`config.mk`:
```
export PLATFORM = sky130hd
export DESIGN_NAME = l3_maxpool
export DESIGN_NICKNAME = d
export VERILOG_FILES = /design/src/rtl/l3_maxpool.sv
export SDC_FILE = /design/constraint.sdc
export NUM_CORES = 1
export LEC_CHECK = 0
export BUFFER_PORTS_ARGS = -buffer_cell sky130_fd_sc_hd__buf_4
export CAP_MARGIN = 25
export CORE_MARGIN = 2
export CORE_UTILIZATION = 61
export DETAILED_ROUTE_END_ITERATION = 10
export GPL_TIMING_DRIVEN = 0
export PLACE_DENSITY_LB_ADDON = 0.05
export SYNTH_ARGS = -nofsm -noshare
export SYNTH_HDL_FRONTEND = slang
export SYNTH_SLANG_ARGS = --single-unit
export TNS_END_PERCENT = 50
```
`constraint.sdc`:
```
create_clock -name clk -period 2.3 [get_ports clk]
set_input_delay 0.115 -clock clk [delete_from_list [all_inputs] [get_ports clk]]
set_output_delay 0.115 -clock clk [all_outputs]
set_load 0.03 [all_outputs]
```
`src/rtl/l3_maxpool.sv`:
```
// l3_maxpool: 2x2 pooling stage between the layer-2 conv read stream and the
// layer-3 engine. Every 4 accepted samples form one window of one channel.
// The window is reduced to a single value, right-shifted by SHIFT, saturated
// to DOUT_W bits, tagged with its channel and pushed into a show-ahead FIFO.
// frame_done pulses once after the NUM_WIN-th window of a frame is pushed.
//
// Build option: define L3_POOL_AVG_EN for average pooling (truncating sum/4)
// instead of the default max pooling. Ports and timing are the same in both.
module l3_maxpool #(
    parameter int DIN_W      = 18,
    parameter int DOUT_W     = 9,
    parameter int SHIFT      = 4,
    parameter int NUM_CH     = 4,
    parameter int NUM_WIN    = 100,
    parameter int FIFO_DEPTH = 8
) (
    input  logic                          clk,
    input  logic                          rst,
    input  logic                          tx_done,
    input  logic                          in_vld,
    output logic                          in_rdy,
    input  logic [DIN_W-1:0]              din,
    output logic                          out_vld,
    output logic [DOUT_W-1:0]             out_data,
    output logic [1:0]                    out_ch,
    input  logic                          out_rd,
    output logic                          frame_done,
    output logic [$clog2(FIFO_DEPTH):0]   fifo_cnt
);

    localparam int PTR_W = $clog2(FIFO_DEPTH);
    localparam int CNT_W = PTR_W + 1;
    localparam int WIN_W = $clog2(NUM_WIN + 1);
    localparam int ENT_W = DOUT_W + 2;
`ifdef L3_POOL_AVG_EN
    localparam int ACC_W = DIN_W + 2;
`else
    localparam int ACC_W = DIN_W;
`endif
    localparam logic [DIN_W-1:0] SAT_MAX = DIN_W'((1 << DOUT_W) - 1);

    typedef enum logic {S_ACC, S_PUSH} state_e;

    state_e               state_q, state_d;
    logic [1:0]           samp_cnt_q, samp_cnt_d;
    logic [ACC_W-1:0]     acc_q, acc_d;
    logic [DIN_W-1:0]     res_q, res_d;
    logic [1:0]           ch_q, ch_d;
    logic [WIN_W-1:0]     win_cnt_q, win_cnt_d;
    logic                 frame_done_q, frame_done_d;
    logic [PTR_W-1:0]     wr_ptr_q, wr_ptr_d;
    logic [PTR_W-1:0]     rd_ptr_q, rd_ptr_d;
    logic [CNT_W-1:0]     cnt_q, cnt_d;
    logic [ENT_W-1:0]     mem_q [FIFO_DEPTH];

    logic                 clear;
    logic                 push_pend;
    logic                 accept;
    logic                 pop;
    logic [ACC_W-1:0]     din_ext;
    logic [ACC_W-1:0]     acc_nx;
    logic [DIN_W-1:0]     res_fin;
    logic [DIN_W-1:0]     shifted;
    logic [DOUT_W-1:0]    sat_val;
    logic [ENT_W-1:0]     wr_entry;

    // tx_done aborts the frame exactly like a reset
    assign clear     = rst | tx_done;
    // the PUSH cycle is the one cycle a finished window is waiting to be written
    assign push_pend = (state_q == S_PUSH);
    // a pending push already owns a FIFO slot, so count it before accepting more
    assign in_rdy    = ((CNT_W + 1)'(cnt_q) + (CNT_W + 1)'(push_pend)) < (CNT_W + 1)'(FIFO_DEPTH);
    assign accept    = in_vld && in_rdy;
    assign pop       = out_rd && (cnt_q != '0);

    assign out_vld    = (cnt_q != '0);
    assign out_data   = mem_q[rd_ptr_q][DOUT_W-1:0];
    assign out_ch     = mem_q[rd_ptr_q][ENT_W-1:DOUT_W];
    assign frame_done = frame_done_q;
    assign fifo_cnt   = cnt_q;

    // window reduction step: running max, or running sum in the averaging build
    always_comb begin
        din_ext = ACC_W'(din);
`ifdef L3_POOL_AVG_EN
        acc_nx  = acc_q + din_ext;
        res_fin = DIN_W'(acc_nx >> 2);
`else
        acc_nx  = (din_ext > acc_q) ? din_ext : acc_q;
        res_fin = acc_nx;
`endif
    end

    // requantise the finished window: shift, then clamp to the output range
    always_comb begin
        shifted  = res_q >> SHIFT;
        sat_val  = (shifted > SAT_MAX) ? DOUT_W'(SAT_MAX) : shifted[DOUT_W-1:0];
        wr_entry = {ch_q, sat_val};
    end

    // next state for the window FSM, channel/frame counters and FIFO pointers
    always_comb begin
        state_d      = S_ACC;
        samp_cnt_d   = samp_cnt_q;
        acc_d        = acc_q;
        res_d        = res_q;
        ch_d         = ch_q;
        win_cnt_d    = win_cnt_q;
        frame_done_d = 1'b0;
        wr_ptr_d     = wr_ptr_q;
        rd_ptr_d     = rd_ptr_q;
        cnt_d        = cnt_q;

        // samples are taken in both states; in PUSH samp_cnt is already 0
        if (accept) begin
            samp_cnt_d = samp_cnt_q + 2'd1;
            unique case (samp_cnt_q)
                2'd0:       acc_d = din_ext;
                2'd1, 2'd2: acc_d = acc_nx;
                default: begin
                    res_d   = res_fin;
                    state_d = S_PUSH;
                end
            endcase
        end

        if (push_pend) begin
            wr_ptr_d = wr_ptr_q + 1'b1;
            if (win_cnt_q == WIN_W'(NUM_WIN - 1)) begin
                win_cnt_d    = '0;
                ch_d         = '0;
                frame_done_d = 1'b1;
            end else begin
                win_cnt_d = win_cnt_q + 1'b1;
                ch_d      = (ch_q == 2'(NUM_CH - 1)) ? 2'd0 : ch_q + 2'd1;
            end
        end

        if (pop) begin
            rd_ptr_d = rd_ptr_q + 1'b1;
        end

        cnt_d = cnt_q + CNT_W'(push_pend) - CNT_W'(pop);
    end

    // control and datapath registers
    always_ff @(posedge clk) begin
        if (clear) begin
            state_q      <= S_ACC;
            samp_cnt_q   <= '0;
            acc_q        <= '0;
            res_q        <= '0;
            ch_q         <= '0;
            win_cnt_q    <= '0;
            frame_done_q <= 1'b0;
            wr_ptr_q     <= '0;
            rd_ptr_q     <= '0;
            cnt_q        <= '0;
        end else begin
            state_q      <= state_d;
            samp_cnt_q   <= samp_cnt_d;
            acc_q        <= acc_d;
            res_q        <= res_d;
            ch_q         <= ch_d;
            win_cnt_q    <= win_cnt_d;
            frame_done_q <= frame_done_d;
            wr_ptr_q     <= wr_ptr_d;
            rd_ptr_q     <= rd_ptr_d;
            cnt_q        <= cnt_d;
        end
    end

    // FIFO storage; cleared so the head reads as zero straight after reset
    always_ff @(posedge clk) begin
        if (clear) begin
            for (int i = 0; i < FIFO_DEPTH; i++) begin
                mem_q[i] <= '0;
            end
        end else if (push_pend) begin
            mem_q[wr_ptr_q] <= wr_entry;
        end
    end

endmodule

```
### Word-level counts from Yosys, hierarchy flattened

Memory sizes are Yosys's and may differ from the RTL's. A register that Yosys moved wholly into a read port is not among the register bits.
Index checks and enable logic that the tools add are counted.

* add/subtract/negate cells: 8
* multiply operators: 0
* div/mod/pow operators: 0
* $lt $le $gt $ge: 3
* eq/ne operators: 4
* shift-type cells: 0
* mux-type cells: 18
* bitwise logic cells: 4
* reductions and logical operators: 12

Operators by type and width (count)
* $pmux W18 S2: 1
* $gt A18 B18 Y1: 1
* $mux W18: 1
* $gt A14 B9 Y1 const B: 1
* $mux W11: 1
* $reduce_or A11 Y1: 1
* $mux W3: 3
* $mux W9: 1
* $mux W1: 8
* $add A7 B1 Y7 const B: 1
* $eq A7 B7 Y1 const B: 1
* $mux W7: 1
* $add A3 B1 Y3 const B: 2
* $reduce_or A2 Y1: 3
* $add A4 B1 Y5: 1
* $lt A5 B4 Y1 const B: 1
* $add A2 B1 Y2 const B: 2
* $add A4 B1 Y4: 1
* $eq A2 B2 Y1 const B: 2
* $mux W2: 2
* $reduce_and A2 Y1: 2
* $reduce_bool A4 Y1: 1
* $sub A4 B1 Y4: 1
* $not A1 Y1: 3
* 6 further kinds: 7

* flip-flop bits (word level): 59
* bits in latches: 0
* memory bits (writable): 88
* bits in read-only memories: 0
* bits of input ports: 23
* output and inout bits: 18
* logic and storage cells: 60
* memories kept: 1

Memories
* mem_q: words 8, width 11, rd ports 1, clocked after Yosys merged registers in 1, write ports 8, RTL line 54 `logic [ENT_W-1:0] mem_q [FIFO_DEPTH];`

### Longest topological paths before layout

* depth in word-level cells: 5
* depth in mapped cells: 12
* gate-level depth less buffers: 11

### Worst setup path after synthesis

No wires, ideal clock.

* path kind: register to register
* from: register cnt_q[2], in the netlist fifo_cnt[2]
* to: register cnt_q[2], in the netlist fifo_cnt[2]
* setup time: 0.128 ns
* arrival: 2.467 ns
* data required time: 2.172 ns
* slack: -0.295 ns
* cell stages (with the launch flop): 13
* buffers on the path: 1
* clock period less this slack: 2.595 ns
* path through: dfxtp_1 -> inv_1 -> ha_1 -> nand3_1 -> and2_1 -> clkbuf_1 -> ha_1 -> inv_1 -> ha_1 -> inv_1 -> fa_1 -> xor2_1 -> nor2_1

* cells in the longest elaborated chain, start to end: 3
* elaborated cells between the ends (all ways): 4
* classes of those cells: add/sub (2); reduce/logical (2)

RTL lines
* start: declaration: RTL line 53 `logic [CNT_W-1:0] cnt_q, cnt_d;`
* start signal: assignment: RTL line 169 `cnt_q <= cnt_d;`
* $reduce_bool A4 Y1
* net out_vld: RTL line 23 `output logic out_vld,`
* $logic_and A1 B1 Y1: RTL line 74 `assign pop = out_rd && (cnt_q != '0);`
* $sub A4 B1 Y4: RTL line 143 `cnt_d = cnt_q + CNT_W'(push_pend) - CNT_W'(pop);`

The timed path passes the listed nets, and every way through them passes these cells.
A chain may end at the register's enable or synchronous reset.

### Final worst setup path

* from: register acc_q[11]
* to: register acc_q[9]

* cells in the longest elaborated chain, start to end: 3

RTL lines
* start: declaration: RTL line 46 `logic [ACC_W-1:0] acc_q, acc_d;`
* start signal: assignment: RTL line 151 `acc_q <= '0;`
* start signal: assignment: RTL line 162 `acc_q <= acc_d;`
* $gt A18 B18 Y1: RTL line 89 `acc_nx = (din_ext > acc_q) ? din_ext : acc_q;`
* $mux W18: RTL line 89
* $pmux W18 S2: RTL line 117 `unique case (samp_cnt_q)`

No other way between the ends.

==> results.ini <==
[synth]
synth_compound_area_frac=0.0482
synth_fa_ha_area_frac=0.0577
syn_avg_cell_area_sq_um=11.1
yosys.area_share.simple=0.162
synthMuxAreaShare=0.120
synthCells=618
synth_edf_count=88
netlist_area_sq_um=6860
synthDistinctLibCells=40
synthXorXnorAreaFrac=0.0166
synth-async-reset-ratio=0
ys_ff_latch=146
syn_nets=672
ys.flop_type=edfxtp_1
yosysSeqAreaShare=0.555
synth_top_family_by_area=simple AND/OR/NAND/NOR gates
ys.warnings.count=0

[route]
vias=5076
drtPass1Iterations=5
wl_per_cell_microns=17.8
drt_wl_total_microns=15400
viasPerCell=5.88
ant_nets=0
dr.first_iter.drc_count=348
drc=0

[sta]
fin_crit_sh=0.972
skew_ps=10.4
setup_violations=0
max_freq_ghz=0.447
worst_pin_slew_ps=721
relSlewSlack=0.519
holdWs_ps=18.0
layout_min_cycle_time_ps=2240
finalMaxSlewViolations=0
finalHoldViolCount=0

[floorplanning]
dieArea_sq_um=12100
fp-row-count=38
io_pins=41
die_w_microns=110
core_area_sq_um=10900
start_util=0.630
die_h_microns=110

[cells_and_area]
fin_nets=765
area_growth_pct=23.4
final_cells=864
drive_above_1_share=0.267
antenna_cells=0

[power_and_ir_drop]
peakVddDrop_mv=0.597
leakagePower_nw=3.14
p_per_area_nw_per_um2=809

[run_status]
status=complete, no violations

[cts]
cts_tree=yes
cts_sinks=146
cts_max_level=4
clkTransAtPathRegs_ps=70
root_buffer=clkbuf_8
clk_path_buf_depth=2
numCtsBuffers=17
clock_latency_ps=530

[grt]
antenna_found_initial=0
grt_pass1_wl_microns=24500
grt_overflow=0
grt_max_degree=17
gr-usage-all-layers=0.268
grt_pass1_vias=4912

[critical_path]
critPathRequiredTime_ps=2740
cp-end-kind=flip-flop
worstPathArrival_ps=2680
start_kind=flip-flop
cp_max_fo=5
critPathKind=flip-flop to flip-flop

[place]
numPortBuffers=40
dp_cells=798
hpwl_microns=10300
place.gp.congestion=0.873

[min_path]
hp-class=input port to flip-flop

[job]
maxCapViolations=0

-- repair_timing --
item                       4_1_cts  5_1_grt
hold endpoints to repair        34        0
setup endpoints to repair       33       56
gates cloned                     0        1
resized for setup                9       68
hold buffers                    19        0
pin swaps                        1       13
buffers inserted                 3       13
-- kinds of logic (layout without fill, tap and decap cells) --
logic type | Yosys count | in the layout
buffers and inverters | 66 | 172
AOI/OAI and AO/OA | 53 | 53
DFF | 146 | 146
muxes | 53 | 53
adders and majority gates | 31 | 31
and+or+nand+nor | 256 | 256
xor gates and xnor gates | 13 | 13
-- final timing paths --
path	from	to	slack, ps	depth (start not counted)
max	acc_q[11]	acc_q[9]	60	11
min	out_rd	rd_ptr_q[0]	20	4
max reg2reg	acc_q[11]	acc_q[9]	60	11
min reg2reg	flip-flop	flip-flop	460	2
-- critical path, stage by stage (launching register included) --
cell and delay, ps:
dfxtp_2 330, inv_1 40, ha_1 310, nand2_1 110, nor3_2 50, buf_4 140
and4_4 160, or3_4 380, o32ai_4 130, buf_6 170, buf_12 130, mux2i_1 200
-- power by group --
part	internal [W]	switching (W)	total, W	leakage, nW
Clock	0.00135	0.00118	0.00253	0.253
Sequential	0.00290	0.0000869	0.00299	1.46
Combinational	0.000649	0.000675	0.00132	1.43
Total	0.00490	0.00194	0.00684	3.14
-- registers in the layout, summed over array words and instances, names as in the netlist, named ones only --
signal and count:
mem_q 88, acc_q 14, res_q 14, win_cnt_q 7, fifo_cnt 4, rd_ptr_q 3, wr_ptr_q 3, ch_q 2
samp_cnt_q 2, frame_done 1, push_pend 1
-- metrics by stage --
step	TNS, ps	utilization	worst slack (ps)	cell area, sq um	total power [W]
floorplan	0	-	4.79	6870	0.00383
global placement	-179	0.675	-9.18	7350	0.00410
detailed placement	-1820	0.675	-99.6	7350	0.00414
CTS	0	0.746	0.222	8120	0.00670
global route	-41.7	0.777	-11.2	8460	0.00709
finish	0	0.777	63.5	8460	0.00684
-- cells in the mapped netlist, types with 2 or more instances --
cell type / instances / area, sq um
nand3_1: 9 / 45.0
inv_1: 31 / 116
dfxtp_1: 58 / 1160
xnor2_1: 6 / 52.6
nand2b_1: 2 / 12.5
mux2i_1: 20 / 200
a211oi_1: 15 / 113
nor3_1: 17 / 85.1
mux2_2: 11 / 124
a21oi_1: 12 / 60.1
buf_2: 5 / 25.0
mux4_2: 22 / 495
clkbuf_1: 26 / 97.6
a21o_1: 2 / 15.0
xor2_1: 7 / 61.3
o21ai_1: 2 / 10.0
ha_1: 30 / 375
edfxtp_1: 88 / 2640
o21ai_0: 18 / 90.1
nor2_1: 127 / 477
buf_6: 2 / 22.5
and3_1: 2 / 12.5
nor4_1: 16 / 100
and2_1: 2 / 12.5
nand4_1: 9 / 56.3
nand2_1: 65 / 244
-- routing by layer --
metal	global-route usage	vias up	routed length (microns)
met5	0	-	0
met4	0.0832	0	374
met3	0.0506	41	685
met2	0.467	182	7880
met1	0.341	2478	6480
li1	-	2375	-
-- cell type report --
type	count	area (sq um)
timing repair buffer	76	636
clock inverter	15	123
sequential	146	3830
fill	692	2420
clock buffer	17	414
inverter	31	116
multi-input combinational	406	2970
tap	140	175
buffer	33	198
-- layout by cell type, fill, tap and decap left out, types with 18 or more instances in the layout --
master / n
buf_4: 57
clkbuf_1: 18
nor2_1: 127
dlygate4sd3_1: 19
nand2_1: 61
mux4_2: 22
edfxtp_1: 88
ha_1: 24
mux2i_1: 20
inv_1: 27
dfxtp_1: 41
(Power assumes the default switching activity.)
